`config.mk`:
```
export PLATFORM = sky130hd
export DESIGN_NAME = video_mem_arbiter_flat
export DESIGN_NICKNAME = d
export VERILOG_FILES = /design/src/rtl/video_mem_arbiter_if.sv /design/src/rtl/video_mem_arbiter.sv /design/src/flat_wrapper.sv
export SDC_FILE = /design/constraint.sdc
export NUM_CORES = 1
export LEC_CHECK = 0
export BUFFER_PORTS_ARGS = -buffer_cell sky130_fd_sc_hd__buf_4
export CORE_MARGIN = 4
export CORE_UTILIZATION = 57
export CTS_CLUSTER_DIAMETER = 50
export DETAILED_ROUTE_END_ITERATION = 7
export PLACE_DENSITY = 0.83
export SYNTH_ARGS = -nofsm -noshare
export SYNTH_HDL_FRONTEND = slang
export SYNTH_SLANG_ARGS = --single-unit
```
`constraint.sdc`:
```
create_clock -name clk24 -period 2.2 [get_ports clk24]
set_clock_uncertainty 0.05 [all_clocks]
set_input_delay 0.11 -clock clk24 [delete_from_list [all_inputs] [get_ports clk24]]
set_output_delay 0.11 -clock clk24 [all_outputs]
set_load 0.01 [all_outputs]
```
`src/rtl/video_mem_arbiter_if.sv`:
```
// rtl/video_mem_arbiter_if.sv - framebuffer, CPU and memory-port signals of the video memory arbiter
interface video_mem_arbiter_if;
  logic        vid_req;
  logic [15:0] vid_addr;
  logic        cpu_req;
  logic        cpu_we;
  logic [15:0] cpu_addr;
  logic [7:0]  cpu_din;
  logic        cpu_ack;
  logic [7:0]  cpu_dout;
  logic        mem_req;
  logic        mem_we;
  logic        mem_burst;
  logic [15:0] mem_addr;
  logic [7:0]  mem_din;
  logic        mem_ack;
  logic        mem_rvalid;
  logic [31:0] mem_q;
  logic [31:0] vdata;
  logic [31:0] vdata2;
  logic [31:0] vdata3;
  logic [31:0] vdata4;
  logic        vid_done;
  logic        video_slice;
  logic        vid_overrun;
  logic        mem_err;

  modport master (
    input  vid_req, vid_addr, cpu_req, cpu_we, cpu_addr, cpu_din,
    input  mem_ack, mem_rvalid, mem_q,
    output cpu_ack, cpu_dout, mem_req, mem_we, mem_burst, mem_addr, mem_din,
    output vdata, vdata2, vdata3, vdata4, vid_done, video_slice, vid_overrun, mem_err
  );

  modport slave (
    output vid_req, vid_addr, cpu_req, cpu_we, cpu_addr, cpu_din,
    output mem_ack, mem_rvalid, mem_q,
    input  cpu_ack, cpu_dout, mem_req, mem_we, mem_burst, mem_addr, mem_din,
    input  vdata, vdata2, vdata3, vdata4, vid_done, video_slice, vid_overrun, mem_err
  );
endinterface

```
`src/rtl/video_mem_arbiter.sv`:
```
// rtl/video_mem_arbiter.sv - shares the video memory port between framebuffer bursts and CPU byte accesses
// Optional transaction watchdog enabled by defining VIDARB_WATCHDOG_EN.
module video_mem_arbiter #(
  parameter int TIMEOUT = 64
) (
  input logic                 clk24,
  input logic                 reset,
  video_mem_arbiter_if.master bus
);

  typedef enum logic [2:0] {IDLE, V_CMD, V_DATA, C_CMD, C_DATA} state_t;

  state_t      state, state_n;
  logic        vid_pend, vid_pend_n;
  logic [15:0] vid_addr_q, vid_addr_q_n;
  logic [1:0]  idx, idx_n;
  logic [31:0] sh0, sh1, sh2, sh0_n, sh1_n, sh2_n;
  logic        mem_req_q, mem_req_n;
  logic        mem_we_q, mem_we_n;
  logic        mem_burst_q, mem_burst_n;
  logic [15:0] mem_addr_q, mem_addr_n;
  logic [7:0]  mem_din_q, mem_din_n;
  logic        cpu_ack_q, cpu_ack_n;
  logic [7:0]  cpu_dout_q, cpu_dout_n;
  logic [31:0] vd0_q, vd1_q, vd2_q, vd3_q;
  logic [31:0] vd0_n, vd1_n, vd2_n, vd3_n;
  logic        vid_done_q, vid_done_n;
  logic        video_slice_q, video_slice_n;
  logic        vid_overrun_q, vid_overrun_n;
  logic        wd_expired;

  if (TIMEOUT < 2) begin : g_timeout_check
    $error("TIMEOUT must be at least 2");
  end

`ifdef VIDARB_WATCHDOG_EN
  localparam int WD_W = (TIMEOUT > 2) ? $clog2(TIMEOUT) : 1;

  logic [WD_W-1:0] wd_cnt;
  logic            mem_err_q;

  // Any memory-side activity counts as progress, even on the expiry cycle.
  assign wd_expired = (state != IDLE) && !(bus.mem_ack || bus.mem_rvalid) &&
                      (wd_cnt == WD_W'(TIMEOUT - 1));

  always_ff @(posedge clk24) begin
    if (reset) begin
      wd_cnt    <= '0;
      mem_err_q <= 1'b0;
    end else begin
      if (state_n == IDLE || state_n != state || bus.mem_ack || bus.mem_rvalid)
        wd_cnt <= '0;
      else
        wd_cnt <= wd_cnt + 1'b1;
      if (wd_expired)
        mem_err_q <= 1'b1;
    end
  end

  assign bus.mem_err = mem_err_q;
`else
  assign wd_expired  = 1'b0;
  assign bus.mem_err = 1'b0;
`endif

  always_ff @(posedge clk24) begin
    if (reset) begin
      state         <= IDLE;
      vid_pend      <= 1'b0;
      vid_addr_q    <= '0;
      idx           <= '0;
      sh0           <= '0;
      sh1           <= '0;
      sh2           <= '0;
      mem_req_q     <= 1'b0;
      mem_we_q      <= 1'b0;
      mem_burst_q   <= 1'b0;
      mem_addr_q    <= '0;
      mem_din_q     <= '0;
      cpu_ack_q     <= 1'b0;
      cpu_dout_q    <= '0;
      vd0_q         <= '0;
      vd1_q         <= '0;
      vd2_q         <= '0;
      vd3_q         <= '0;
      vid_done_q    <= 1'b0;
      video_slice_q <= 1'b0;
      vid_overrun_q <= 1'b0;
    end else begin
      state         <= state_n;
      vid_pend      <= vid_pend_n;
      vid_addr_q    <= vid_addr_q_n;
      idx           <= idx_n;
      sh0           <= sh0_n;
      sh1           <= sh1_n;
      sh2           <= sh2_n;
      mem_req_q     <= mem_req_n;
      mem_we_q      <= mem_we_n;
      mem_burst_q   <= mem_burst_n;
      mem_addr_q    <= mem_addr_n;
      mem_din_q     <= mem_din_n;
      cpu_ack_q     <= cpu_ack_n;
      cpu_dout_q    <= cpu_dout_n;
      vd0_q         <= vd0_n;
      vd1_q         <= vd1_n;
      vd2_q         <= vd2_n;
      vd3_q         <= vd3_n;
      vid_done_q    <= vid_done_n;
      video_slice_q <= video_slice_n;
      vid_overrun_q <= vid_overrun_n;
    end
  end

  always_comb begin
    state_n = state;
    case (state)
      IDLE: begin
        if (vid_pend || bus.vid_req)
          state_n = V_CMD;
        else if (bus.cpu_req && !cpu_ack_q)
          state_n = C_CMD;
      end
      V_CMD:   if (bus.mem_ack) state_n = V_DATA;
      V_DATA:  if (bus.mem_rvalid && idx == 2'd3) state_n = IDLE;
      C_CMD:   if (bus.mem_ack) state_n = mem_we_q ? IDLE : C_DATA;
      C_DATA:  if (bus.mem_rvalid) state_n = IDLE;
      default: state_n = IDLE;
    endcase
    if (wd_expired)
      state_n = IDLE;
  end

  always_comb begin
    vid_pend_n    = vid_pend | bus.vid_req;
    vid_addr_q_n  = bus.vid_req ? bus.vid_addr : vid_addr_q;
    vid_overrun_n = vid_overrun_q | (bus.vid_req & vid_pend);
    idx_n         = idx;
    sh0_n         = sh0;
    sh1_n         = sh1;
    sh2_n         = sh2;
    mem_req_n     = mem_req_q;
    mem_we_n      = mem_we_q;
    mem_burst_n   = mem_burst_q;
    mem_addr_n    = mem_addr_q;
    mem_din_n     = mem_din_q;
    cpu_ack_n     = 1'b0;
    cpu_dout_n    = cpu_dout_q;
    vd0_n         = vd0_q;
    vd1_n         = vd1_q;
    vd2_n         = vd2_q;
    vd3_n         = vd3_q;
    vid_done_n    = 1'b0;

    case (state)
      IDLE: begin
        // The burst launched here serves the newest request; older ones were already flagged as overrun.
        if (vid_pend || bus.vid_req) begin
          vid_pend_n  = 1'b0;
          mem_req_n   = 1'b1;
          mem_burst_n = 1'b1;
          mem_we_n    = 1'b0;
          mem_addr_n  = vid_addr_q_n;
        end else if (bus.cpu_req && !cpu_ack_q) begin
          mem_req_n   = 1'b1;
          mem_burst_n = 1'b0;
          mem_we_n    = bus.cpu_we;
          mem_addr_n  = bus.cpu_addr;
          mem_din_n   = bus.cpu_din;
        end
      end
      V_CMD: begin
        if (bus.mem_ack) begin
          mem_req_n = 1'b0;
          idx_n     = 2'd0;
        end
      end
      V_DATA: begin
        if (bus.mem_rvalid) begin
          idx_n = idx + 2'd1;
          case (idx)
            2'd0: sh0_n = bus.mem_q;
            2'd1: sh1_n = bus.mem_q;
            2'd2: sh2_n = bus.mem_q;
            default: begin
              vd0_n      = sh0;
              vd1_n      = sh1;
              vd2_n      = sh2;
              vd3_n      = bus.mem_q;
              vid_done_n = 1'b1;
            end
          endcase
        end
      end
      C_CMD: begin
        if (bus.mem_ack) begin
          mem_req_n = 1'b0;
          cpu_ack_n = mem_we_q;
        end
      end
      C_DATA: begin
        if (bus.mem_rvalid) begin
          cpu_ack_n = 1'b1;
          case (bus.cpu_addr[1:0])
            2'd0:    cpu_dout_n = bus.mem_q[7:0];
            2'd1:    cpu_dout_n = bus.mem_q[15:8];
            2'd2:    cpu_dout_n = bus.mem_q[23:16];
            default: cpu_dout_n = bus.mem_q[31:24];
          endcase
        end
      end
      default: ;
    endcase

    // Abort: a stalled CPU access still completes so the CPU never hangs.
    if (wd_expired) begin
      mem_req_n = 1'b0;
      if (state == C_CMD || state == C_DATA) begin
        cpu_ack_n  = 1'b1;
        cpu_dout_n = 8'hFF;
      end
    end

    video_slice_n = (state_n == V_CMD) || (state_n == V_DATA);
  end

  assign bus.mem_req     = mem_req_q;
  assign bus.mem_we      = mem_we_q;
  assign bus.mem_burst   = mem_burst_q;
  assign bus.mem_addr    = mem_addr_q;
  assign bus.mem_din     = mem_din_q;
  assign bus.cpu_ack     = cpu_ack_q;
  assign bus.cpu_dout    = cpu_dout_q;
  assign bus.vdata       = vd0_q;
  assign bus.vdata2      = vd1_q;
  assign bus.vdata3      = vd2_q;
  assign bus.vdata4      = vd3_q;
  assign bus.vid_done    = vid_done_q;
  assign bus.video_slice = video_slice_q;
  assign bus.vid_overrun = vid_overrun_q;

endmodule

```
`src/flat_wrapper.sv`:
```
// flat-port wrapper written by rule: the top's interface ports become plain ports
module video_mem_arbiter_flat 
#(
  parameter int TIMEOUT = 64
)
  (clk24, reset, bus_vid_req, bus_vid_addr, bus_cpu_req, bus_cpu_we, bus_cpu_addr, bus_cpu_din, bus_mem_ack, bus_mem_rvalid, bus_mem_q, bus_cpu_ack, bus_cpu_dout, bus_mem_req, bus_mem_we, bus_mem_burst, bus_mem_addr, bus_mem_din, bus_vdata, bus_vdata2, bus_vdata3, bus_vdata4, bus_vid_done, bus_video_slice, bus_vid_overrun, bus_mem_err);
  video_mem_arbiter_if bus_i ();
  input logic clk24;
  input logic reset;
  input wire logic [$bits(bus_i.vid_req)-1:0] bus_vid_req;
  input wire logic [$bits(bus_i.vid_addr)-1:0] bus_vid_addr;
  input wire logic [$bits(bus_i.cpu_req)-1:0] bus_cpu_req;
  input wire logic [$bits(bus_i.cpu_we)-1:0] bus_cpu_we;
  input wire logic [$bits(bus_i.cpu_addr)-1:0] bus_cpu_addr;
  input wire logic [$bits(bus_i.cpu_din)-1:0] bus_cpu_din;
  input wire logic [$bits(bus_i.mem_ack)-1:0] bus_mem_ack;
  input wire logic [$bits(bus_i.mem_rvalid)-1:0] bus_mem_rvalid;
  input wire logic [$bits(bus_i.mem_q)-1:0] bus_mem_q;
  output wire logic [$bits(bus_i.cpu_ack)-1:0] bus_cpu_ack;
  output wire logic [$bits(bus_i.cpu_dout)-1:0] bus_cpu_dout;
  output wire logic [$bits(bus_i.mem_req)-1:0] bus_mem_req;
  output wire logic [$bits(bus_i.mem_we)-1:0] bus_mem_we;
  output wire logic [$bits(bus_i.mem_burst)-1:0] bus_mem_burst;
  output wire logic [$bits(bus_i.mem_addr)-1:0] bus_mem_addr;
  output wire logic [$bits(bus_i.mem_din)-1:0] bus_mem_din;
  output wire logic [$bits(bus_i.vdata)-1:0] bus_vdata;
  output wire logic [$bits(bus_i.vdata2)-1:0] bus_vdata2;
  output wire logic [$bits(bus_i.vdata3)-1:0] bus_vdata3;
  output wire logic [$bits(bus_i.vdata4)-1:0] bus_vdata4;
  output wire logic [$bits(bus_i.vid_done)-1:0] bus_vid_done;
  output wire logic [$bits(bus_i.video_slice)-1:0] bus_video_slice;
  output wire logic [$bits(bus_i.vid_overrun)-1:0] bus_vid_overrun;
  output wire logic [$bits(bus_i.mem_err)-1:0] bus_mem_err;
  assign bus_i.vid_req = bus_vid_req;
  assign bus_i.vid_addr = bus_vid_addr;
  assign bus_i.cpu_req = bus_cpu_req;
  assign bus_i.cpu_we = bus_cpu_we;
  assign bus_i.cpu_addr = bus_cpu_addr;
  assign bus_i.cpu_din = bus_cpu_din;
  assign bus_i.mem_ack = bus_mem_ack;
  assign bus_i.mem_rvalid = bus_mem_rvalid;
  assign bus_i.mem_q = bus_mem_q;
  assign bus_cpu_ack = bus_i.cpu_ack;
  assign bus_cpu_dout = bus_i.cpu_dout;
  assign bus_mem_req = bus_i.mem_req;
  assign bus_mem_we = bus_i.mem_we;
  assign bus_mem_burst = bus_i.mem_burst;
  assign bus_mem_addr = bus_i.mem_addr;
  assign bus_mem_din = bus_i.mem_din;
  assign bus_vdata = bus_i.vdata;
  assign bus_vdata2 = bus_i.vdata2;
  assign bus_vdata3 = bus_i.vdata3;
  assign bus_vdata4 = bus_i.vdata4;
  assign bus_vid_done = bus_i.vid_done;
  assign bus_video_slice = bus_i.video_slice;
  assign bus_vid_overrun = bus_i.vid_overrun;
  assign bus_mem_err = bus_i.mem_err;
  video_mem_arbiter #(.TIMEOUT(TIMEOUT)) u_core (.clk24(clk24), .reset(reset), .bus(bus_i));
endmodule
```
==> key figures, run 1 <==
Critical path
  • Critical Path RT: between 2 and 3 ns
  • Crit path max fanout: roughly 40
  • Largest stage delay on the critical path: about 0.5 ns
  • Worst Path Arrival: 2.44 ns
  • Startpoint Class: flop
  • Crit-path slowest cell: and4bb_1
  • Crit path kind: reg2reg
  • Cell Chain, Critical Path: and4bb_1 > and2_4 > buf_12 > nand2_1 > a21oi_1
  • Crit end category: flop

Clock network
  • CTS Buffer Depth: 3
  • Post_cts resized: 0
  • CTS tree: built
  • Setup repair bufs after CTS: 0
  • Root buf cell: clkbuf_16
  • Clk pin slew, worst setup/hold paths: ~0.06 ns
  • Later-pin clock latency in the skew report: 0.52 ns
  • Clock tree sinks: between 200 and 300
  • CTS H-Tree Depth: 1
  • Cts bufs inserted: 28

Placed design
  • Placed wire-length estimate: 20.0 mm
  • GPL Wtd Cong: approximately 0.82
  • I/O Buffers: about 250
  • Post-Place Setup Slack: 0.231 ns

Timing
  • Fin crit share: between 90 and 100%
  • Pins Over Slew Limit: 0
  • F_max: just under 500 MHz
  • Slew HR: between 50% and 60%
  • RSZ-0062 raised after global routing: false
  • Final setup TNS: 0 ns
  • Final setup vio count: 0
  • Min Tclk post-route: ~2 ns
  • Fin. Hold Viols: 0
  • Worst Max-Slew Pin Slew: 0.607 ns
  • Post-route setup slack: 0.148 ns

Logic synthesis
  • Seq cells post-synth: about 290
  • Post-synthesis sequential area ratio: 54.2%
  • Area contributors post-synth: dfxtp_1 (54%), nand2_1 (18%), a21oi_1 (12%)
  • YS warnings: 0
  • Synth top area share: a little over half
  • Mapped cell area: 10500 um2
  • Leading area contributor after synthesis: dfxtp_1
  • Synthesized netlist cell count: 1286
  • Syn_nets: 1370
  • Average instance area after synthesis: 8.19 um2
  • Synth cell types: 36

Job
  • Max cap viols: 0

Floorplanning
  • Starting Density: 58.2%
  • Die height: ~140 um
  • CORE AREA: 18100 um2
  • # IOs: 247
  • Full die area: 20700 um2
  • Die Wd: 144 um
  • FP Rows: a little under 50

Route
  • Initial DRC Count: ~760
  • Antenna viol nets, final: 0
  • DR vias/cell: roughly 5.5
  • DRC Markers: 0
  • Wire per inst: approximately 18 um
  • Via count: about 10000
  • 1st-pass router iterations: 5
  • Final wirelength: about 33 mm

Pwr
  • Static leakage: ~5.5 nW
  • Overall power: approximately 11 mW
  • Pwr Density: 805 nW/um2
  • Worst VDD drop: ~0.74 mV

Cells and area
  • Nets: approximately 1600
  • Commonest non-fill, non-tap cell in the layout: nand2_1
  • Most frequent cells in the layout: nand2_1 (503), dfxtp_1 (285), a21oi_1 (263), buf_4 (252), dlygate4sd3_1 (70)
  • Filler instances: 1206
  • Register area: 5710 um2
  • Area grow syn2layout: 33.9%
  • Share of cells above drive strength 1: 20.5%
  • Multi-input logic area: approximately 4200 um2

GRT
  • GR Overflow Total: 0
  • Number of global-route vias before repair: 9505
  • First-pass GRT wire length: between 50 and 60 mm
  • Tot GR Track Use: ~31%
  • Initial antenna violation count: 0
  • Largest net degree at the start of global routing: between 100 and 150

Hold path
  • Hold WC Path Type: in2reg

Run status
  • Run status: finished, final reports clean
sequential cells by signal, summed over array words and instances (netlist names), 32 cells and up:
| signal | count |
|---|---|
| u_core.bus.vdata2 | 32 |
| u_core.bus.vdata3 | 32 |
| u_core.bus.vdata4 | 32 |
| u_core.bus.vdata | 32 |
| u_core.sh0 | 32 |
| u_core.sh1 | 32 |
| u_core.sh2 | 32 |
path summary, 6_finish.rpt:
| kind | slack, ns | start | depth (start not counted) | end |
|---|---|---|---|---|
| max | 0.15 | u_core.state[1]$_SDFF_PP0_ | 5 | u_core.bus.vdata[0]$_SDFFE_PP0P_ |
| min | 0.02 | bus_cpu_addr[5] | 5 | u_core.bus.mem_addr[5]$_SDFFE_PP0P_ |
| max reg2reg | 0.15 | u_core.state[1]$_SDFF_PP0_ | 5 | u_core.bus.vdata[0]$_SDFFE_PP0P_ |
| min reg2reg | 0.40 | u_core.sh1[11]$_SDFFE_PP0P_ | 2 | u_core.bus.vdata2[11]$_SDFFE_PP0P_ |
layer usage:
metal	GRT usage (%)	up-vias	wire [um]
li1	-	4718	-
met5	0	-	0
met3	7.02	91	2950
met2	52.8	450	16100
met1	37.4	4708	12200
met4	11.6	0	1220
where the power goes:
part           internal (mW)  switching [mW]
clock network           3.06            1.94
registers               5.27          0.0839
logic                  0.442           0.549
total                   8.78            2.58
final cells by class:
class,count,area share [%]
multi-input combinational,893,30.0
timing repair buffer,335,20.2
clock buffer,44,6.18
inverter,10,0.266
clock inverter,7,0.816
sequential,285,40.5
antenna,1,0.0177
tap,229,2.03
cells by family (layout without fill, tap and decap cells):
logic type | count (synthesis) | count (layout) | synth area share (%)
compound gates | 298 | 298 | 14.7
fa+ha+maj | 5 | 5 | 0.594
buf+inv | 108 | 396 | 5.73
flops | 285 | 285 | 54.2
mux | 33 | 33 | 4.09
other cells | 1 | 2 | 0.0356
simple gates | 556 | 556 | 20.7
per-stage QoR:
step                      instances  hold slack (ns)  area, um2  utilization [%]
after detailed placement       1682            0.303      12400             68.6
after floorplan                1286            0.196      10500                -
final                          1804           0.0185      14100             78.0
after CTS                      1803          0.00198      14100             78.0
after global placement         1682            0.289      12400             68.6
after global routing           1803           0.0531      14100             78.0
worst max-delay path, delay by kind of cell (launching register included):
family                 cells  cell delay (ns)
flip-flops                 1             0.48
AND/OR/NAND/NOR            3             0.99
AO/OA/AOI/OAI              1             0.18
buffers and inverters      1             0.25
synthesized netlist by cell type:
cell,instances
nand2_1,503
nand2_2,1
o21bai_1,1
o31ai_1,1
a41oi_1,1
buf_6,14
nand3_1,2
nor3_2,1
a21oi_1,263
and2_1,3
nand2b_1,19
o22a_1,1
o311ai_0,1
o31a_1,1
buf_8,1
nand3b_1,1
nor3_1,1
and2_4,1
mux4_2,8
buf_4,12
buf_2,29
o2bb2ai_1,8
a22oi_1,1
ha_1,5
nor2_1,19
o21ai_0,18
mux2i_1,25
inv_1,10
and3_1,1
nor2b_1,2
conb_1,1
nand4_1,1
a31oi_1,2
clkbuf_1,42
dfxtp_1,285
and4bb_1,1
what timing repair did:
item / in CTS / in global routing
endpoints found under the hold margin: 190 / 0
hold buffers: 70 / 0
setup endpoints to repair: 0 / 0
No activity file was read; power rests on OpenSTA's default activity.
==> run 2: changes to the inputs <==
--- a/config.mk
+++ b/config.mk
@@ -5,6 +5,7 @@
 export SDC_FILE = /design/constraint.sdc
 export NUM_CORES = 1
 export LEC_CHECK = 0
+export ABC_AREA = 1
 export BUFFER_PORTS_ARGS = -buffer_cell sky130_fd_sc_hd__buf_4
 export CORE_MARGIN = 4
 export CORE_UTILIZATION = 57
==> key figures, run 2 <==
Hold path
  • Hold WC Path Type: in2reg

Logic synthesis
  • Post-synth top cells: dfxtp_1 (285), o21ai_0 (221), nor2_1 (199), a21oi_1 (192), nand2_1 (141)
  • Post-synthesis sequential area ratio: 55.3% (+1.1 points)
  • Post-synth EDFFs: 0 (unchanged)
  • Mapped cell area: 10300 um2 (-2.0%)
  • Area contributors post-synth: dfxtp_1 (55%), o21ai_0 (11%), a21oi_1 (9.3%)
  • Primary FF master, synth: dfxtp_1
  • Leading area contributor after synthesis: dfxtp_1
  • Asr flop ratio synth: 0% (unchanged)
  • Seq cells post-synth: 285 (unchanged)
  • Synthesized netlist cell count: 1308 (+1.7%)
  • Synth top area share: 55.3% (+1.1 points)
  • Top-count cell post-synth: dfxtp_1
  • Syn_nets: 1392 (+1.6%)
  • Synth cell types: 23 (-36%)
  • YS warnings: 0 (unchanged)
  • Average instance area after synthesis: 7.89 um2 (-3.6%)

Critical path
  • Crit path kind: reg2reg
  • Worst Path Arrival: 2.35 ns (-0.09 ns)
  • Largest stage delay on the critical path: 0.38 ns (-0.11 ns)
  • Critical Path RT: 2.59 ns (about the same)
  • Crit end category: flop
  • Cell Chain, Critical Path: nor2_1 > nand2_1 > inv_1 > nand2_1 > inv_2 > nand2_1 > a21oi_1
  • Crit-path slowest cell: inv_2
  • Delay-heaviest family, CP: simple AND/OR/NAND/NOR gates
  • Most used cell, CP: nand2_1
  • WP buf/inv: 2 (+1)
  • Crit path max fanout: 16 (-61%)
  • Startpoint Class: flop

Timing
  • Fin. Hold Viols: 0 (unchanged)
  • RSZ-0062 raised after global routing: false
  • F_max: 509 MHz (+4.6%)
  • Slew HR: 43.1% (-16 points)
  • Final setup vio count: 0 (unchanged)
  • Min Tclk post-route: 1.96 ns (-0.0896 ns)
  • Pins Over Slew Limit: 0 (unchanged)
  • Worst Max-Slew Pin Slew: 0.854 ns (+0.247 ns)
  • Final setup TNS: 0 ns (unchanged)
  • Fin crit share: 89.2% (-4.1 points)
  • Final Hold Slack: 0.0244 ns (+0.00595 ns)

GRT
  • Tot GR Track Use: 31.2% (+0.61 points)
  • First-pass GRT wire length: 51.2 mm (+1.8%)
  • Largest net degree at the start of global routing: 117 (-16%)
  • GR Overflow Total: 0 (unchanged)
  • Initial antenna violation count: 0 (unchanged)
  • Number of global-route vias before repair: 9860 (+3.7%)

Floorplanning
  • Die Wd: 143 um (-0.93%)
  • CORE AREA: 17500 um2 (-3.0%)
  • # IOs: 247 (unchanged)
  • Full die area: 20300 um2 (-1.9%)
  • Die height: 143 um (-0.93%)
  • FP Rows: 48 (-2.0%)
  • Starting Density: 58.9% (+0.64 points)

Cells and area
  • Post-Route Utilization: 79.6% (+1.7 points)
  • Commonest non-fill, non-tap cell in the layout: dfxtp_1
  • Layout Cells excl Fill: 1826 (+1.2%)
  • Ant diodes: 0 (-1)
  • Filler instances: 1108 (-8.1%)
  • Most frequent cells in the layout: dfxtp_1 (285), buf_4 (255), o21ai_0 (221), nor2_1 (199), a21oi_1 (192)
  • Share of cells above drive strength 1: 19.9% (-0.53 points)
  • Nets: 1663 (+1.6%)
  • Area grow syn2layout: 35.2%

Pwr
  • Internal power: 8.94 mW (+1.9%)
  • Static leakage: 6.18 nW (+13%)
  • Sw Pwr: 2.72 mW (+5.6%)
  • Worst VDD drop: 0.721 mV (-3.0%)
  • Combinational share of power: 8.9% (+0.2 points)
  • Sw frac: 23.3% (+0.63 points)
  • Pwr Density: 835 nW/um2 (+3.7%)
  • Reg power frac: 46.0% (-1.2 points)
  • Clock power share: 45.1% (+1.0 points)
  • Overall power: 11.7 mW (+2.7%)

Job
  • Max cap viols: 0 (unchanged)

Placed design
  • Placed wire-length estimate: 19.6 mm (-2.2%)
  • GPL Wtd Cong: 0.900 (+10%)
  • I/O Buffers: 245 (unchanged)
  • Cells after DPL: 1700 (+1.1%)

Route
  • Final wirelength: 33.3 mm (+2.5%)
  • DR vias/cell: 5.61 (+1.5%)
  • DRC Markers: 0 (unchanged)
  • Wire per inst: 18.3 um (+1.3%)
  • Via count: 10200 (+2.8%)
  • Antenna viol nets, final: 0 (unchanged)
  • Initial DRC Count: 940 (+24%)
  • 1st-pass router iterations: 5 (unchanged)

Clock network
  • CTS Buffer Depth: 3 (unchanged)
  • CTS H-Tree Depth: 1 (unchanged)
  • Later-pin clock latency in the skew report: 0.54 ns (+0.02 ns)
  • Root buf cell: clkbuf_16
  • CTS tree: built
  • Cts bufs inserted: 28 (unchanged)
  • Setup repair bufs after CTS: 0 (unchanged)
  • Clock tree sinks: 285 (unchanged)
  • Clk pin slew, worst setup/hold paths: 0.06 ns (about the same)

Run status
  • Run status: finished, final reports clean
==> run 2: cell types whose count changed in the layout (fill, tap and decap cells not counted), sizes merged, moves of 5 or more <==
cell	change
nand2	-362
o21ai	+219
nor2	+183
inv	+84
a21oi	-71
nand3	+50
mux2i	-25
nand2b	-19
mux4	-8
o2bb2ai	-8
clkbuf	-5
==> run 2: metal layers <==
metal | vias to the layer above | routed length [um] | track usage, %
met5 | - | 0 | 0
met1 | 4734 | 12700 | 39.0
met4 | 0 | 1880 | 17.3
li1 | 4830 | - | -
met2 | 543 | 15500 | 50.3
met3 | 137 | 3230 | 6.82
==> run 2: what timing repair did <==
action,CTS,global route
endpoints found under the hold margin,181,0
endpoints found under the setup margin,0,0
resized for setup,0,0
hold buffers,74,0
==> run 2: area by class of cell <==
class,instances,area (um2),share of cell area [%]
flip-flops and latches,285,5710,40.9
multi-input cells,837,3840,27.5
repair buffers,334,2760,19.7
clock buffers,40,837,6.00
inverters,93,352,2.52
well taps,225,282,2.02
clock inverters,12,191,1.37
==> run 2: path summary, 6_finish.rpt <==
path | start | end | slack (ns) | cells past startpoint
worst min register to register | u_core.sh1[22]$_SDFFE_PP0P_ | u_core.bus.vdata2[22]$_SDFFE_PP0P_ | 0.40 | 2
worst max-delay path | u_core.state[1]$_SDFF_PP0_ | u_core.bus.mem_addr[4]$_SDFFE_PP0P_ | 0.24 | 7
worst max register to register | u_core.state[1]$_SDFF_PP0_ | u_core.bus.mem_addr[4]$_SDFFE_PP0P_ | 0.24 | 7
worst min-delay path | bus_cpu_addr[1] | u_core.bus.mem_addr[1]$_SDFFE_PP0P_ | 0.02 | 5
==> run 2: per-stage QoR <==
stage / instance area, um2 / setup WS (ns)
2_1_floorplan: 10300 / 0.713
3_3_place_gp: 12200 / 0.497
4_1_cts: 14000 / 0.364
6_report: 14000 / 0.237
5_1_grt: 14000 / 0.0972
3_5_place_dp: 12200 / 0.373
==> run 2: kinds of logic after synthesis <==
group,share of synthesized area [%]
AND/OR/NAND/NOR,15.7
adder cells (fa/ha/maj),0.606
other,0.0363
flip-flops,55.3
buffers and inverters,7.59
AO/OA/AOI/OAI,20.9
==> run 2: worst register-to-register path, stage by stage (launching register included) <==
cell	delay, ns
dfxtp_1	0.37
nor2_1	0.24
nand2_1	0.10
inv_1	0.10
nand2_1	0.30
inv_2	0.38
nand2_1	0.13
a21oi_1	0.20
==> run 2: power groups by stage <==
stage / sequential (mW) / clock (mW) / combinational, mW
after floorplan: 5.49 / 0 / 0.443
after global placement: 5.47 / 0 / 0.851
after detailed placement: 5.47 / 0 / 0.876
after CTS: 5.36 / 5.26 / 0.989
after global routing: 5.37 / 5.49 / 1.12
final: 5.37 / 5.26 / 1.04
==> run 3: changes to the inputs <==
--- a/config.mk
+++ b/config.mk
@@ -11,7 +11,8 @@
 export CORE_UTILIZATION = 57
 export CTS_CLUSTER_DIAMETER = 50
 export DETAILED_ROUTE_END_ITERATION = 7
-export PLACE_DENSITY = 0.83
+export PLACE_DENSITY_LB_ADDON = 0.08
+export SKIP_CTS_REPAIR_TIMING = 1
 export SYNTH_ARGS = -nofsm -noshare
 export SYNTH_HDL_FRONTEND = slang
 export SYNTH_SLANG_ARGS = --single-unit
==> constraint.sdc (replaced) <==
create_clock -name clk24 -period 2.55 [get_ports clk24]
set_clock_uncertainty 0.05 [all_clocks]
set_input_delay 0.1275 -clock clk24 [delete_from_list [all_inputs] [get_ports clk24]]
set_output_delay 0.1275 -clock clk24 [all_outputs]
set_load 0.01 [all_outputs]
==> key figures, run 3 (same netlist as run 2, synthesis figures left out) <==
Floorplanning
  • CORE AREA: 17500 um2 (unchanged)
  • Die height: 143 um (unchanged)
  • # IOs: 247 (unchanged)
  • Die Wd: 143 um (unchanged)
  • Starting Density: 58.9% (unchanged)
  • FP Rows: 48 (unchanged)
  • Full die area: 20300 um2 (unchanged)

Timing
  • Final setup vio count: 0 (unchanged)
  • F_max: 469 MHz (-8.0%)
  • Final setup TNS: 0 ns (unchanged)
  • RSZ-0062 raised after global routing: false
  • Worst Max-Slew Pin Slew: 0.888 ns (+0.0342 ns)
  • Slew HR: 40.7% (-2.4 points)
  • Fin. Hold Viols: 2 (+2)
  • Final Hold Slack: -0.00577 ns (-0.0302 ns)
  • Pins Over Slew Limit: 0 (unchanged)
  • Post-route setup slack: 0.416 ns (+0.179 ns)
  • Fin crit share: 83.7% (-5.5 points)
  • Min Tclk post-route: 2.13 ns (+0.171 ns)

Cells and area
  • Most frequent cells in the layout: dfxtp_1 (285), buf_4 (254), o21ai_0 (221), nor2_1 (199), a21oi_1 (192)
  • Share of cells above drive strength 1: 19.8% (-0.11 points)
  • Nets: 1658 (-0.30%)
  • Post-route cell area: 13800 um2 (-1.2%)
  • Post-Route Utilization: 78.7% (-0.92 points)
  • Commonest non-fill, non-tap cell in the layout: dfxtp_1
  • Layout Cells excl Fill: 1820 (-0.33%)
  • Area grow syn2layout: 33.6%
  • Ant diodes: 0 (unchanged)

Critical path
  • Critical Path RT: 2.90 ns (+0.31 ns)
  • Cell Chain, Critical Path: inv_2 > nand3_4 > nor2_4 > nand2_4 > o21ai_0 > a21oi_1
  • Startpoint Class: flop
  • Crit path kind: reg2reg
  • Crit path max fanout: 64 (+48)
  • Crit-path slowest cell: nand2_4
  • Crit end category: flop
  • Largest stage delay on the critical path: 0.47 ns (+0.09 ns)
  • Worst Path Arrival: 2.48 ns (+0.13 ns)

Pwr
  • Static leakage: 6.10 nW (-1.2%)
  • Pwr Density: 692 nW/um2 (-17%)
  • Worst VDD drop: 0.516 mV (-28%)

Clock network
  • Root buf cell: clkbuf_16
  • CTS tree: built
  • Cts bufs inserted: 28 (unchanged)
  • CTS Buffer Depth: 3 (unchanged)
  • Clock tree sinks: 285 (unchanged)
  • Clk pin slew, worst setup/hold paths: 0.06 ns (about the same)
  • Later-pin clock latency in the skew report: 0.53 ns (about the same)
  • CTS H-Tree Depth: 1 (unchanged)

Run status
  • Violated checks: hold timing
  • Run status: finished with violations

GRT
  • Initial antenna violation count: 0 (unchanged)
  • Tot GR Track Use: 27.8% (-3.4 points)
  • Number of global-route vias before repair: 8653 (-12%)
  • GR Overflow Total: 0 (unchanged)
  • First-pass GRT wire length: 45.8 mm (-11%)
  • Largest net degree at the start of global routing: 186 (+59%)

Hold path
  • Hold WC Path Type: in2reg

Route
  • 1st-pass router iterations: 5 (unchanged)
  • Antenna viol nets, final: 0 (unchanged)
  • Via count: 9878 (-3.6%)
  • Final wirelength: 31.3 mm (-6.1%)
  • Initial DRC Count: 874 (-7.0%)
  • DR vias/cell: 5.43 (-3.3%)
  • DRC Markers: 0 (unchanged)
  • Wire per inst: 17.2 um (-5.7%)

Placed design
  • Post-Place Setup Slack: 0.470 ns (+0.0964 ns)
  • I/O Buffers: 245 (unchanged)
  • GPL Wtd Cong: 0.863 (-4.1%)
  • Placed wire-length estimate: 19.1 mm (-2.3%)
  • Cells after DPL: 1698 (-0.12%)
  • Placed cell areas: 12200 um2 (-0.23%)

Job
  • Max cap viols: 0 (unchanged)
-- run 3: path summary, 6_finish.rpt --
path,from,end,slack [ns],cells past startpoint
worst min register to register,u_core.sh1[14]$_SDFFE_PP0P_,u_core.sh1[14]$_SDFFE_PP0P_,0.40,2
worst max register to register,u_core.state[2]$_SDFF_PP0_,u_core.sh1[29]$_SDFFE_PP0P_,0.42,6
worst min-delay path,bus_cpu_addr[0],u_core.bus.mem_addr[0]$_SDFFE_PP0P_,-0.006,5
worst max-delay path,u_core.state[2]$_SDFF_PP0_,u_core.sh1[29]$_SDFFE_PP0P_,0.42,6
-- run 3: final cells by class --
cell class / instances / area (um2)
flip-flops and latches: 285 / 5710
multi-input cells: 837 / 3840
fillers: 1230 / 3740
repair buffers: 329 / 2700
clock buffers: 43 / 878
inverters: 93 / 352
well taps: 225 / 282
clock inverters: 8 / 46.3
-- run 3: worst max-delay path, delay by kind of cell, from the launching register on --
kind | cells | cell delay [ns]
buffers and inverters | 1 | 0.14
flip-flops | 1 | 0.32
AND/OR/NAND/NOR | 3 | 1.06
AO/OA/AOI/OAI | 2 | 0.41
-- run 3: routing by layer --
metal	vias up	global-route usage, %	part of all wire, %
met5	-	0	0
met4	0	9.15	3.2
met3	76	6.92	8.7
met2	421	43.9	47
met1	4569	37.7	41
li1	4812	-	-
-- run 3: through the flow --
| step | hold slack [ns] | power (mW) |
|---|---|---|
| floorplan | 0.212 | 5.12 |
| global placement | 0.301 | 5.46 |
| detailed placement | 0.308 | 5.47 |
| CTS | -0.240 | 9.46 |
| global route | 0.0239 | 9.85 |
| finish | -0.00577 | 9.55 |
-- run 3: power breakdown --
group | switching [mW] | internal (mW) | leakage (nW)
Combinational | 0.519 | 0.358 | 3.34
Sequential | 0.0592 | 4.56 | 2.31
Clock | 1.69 | 2.36 | 0.462
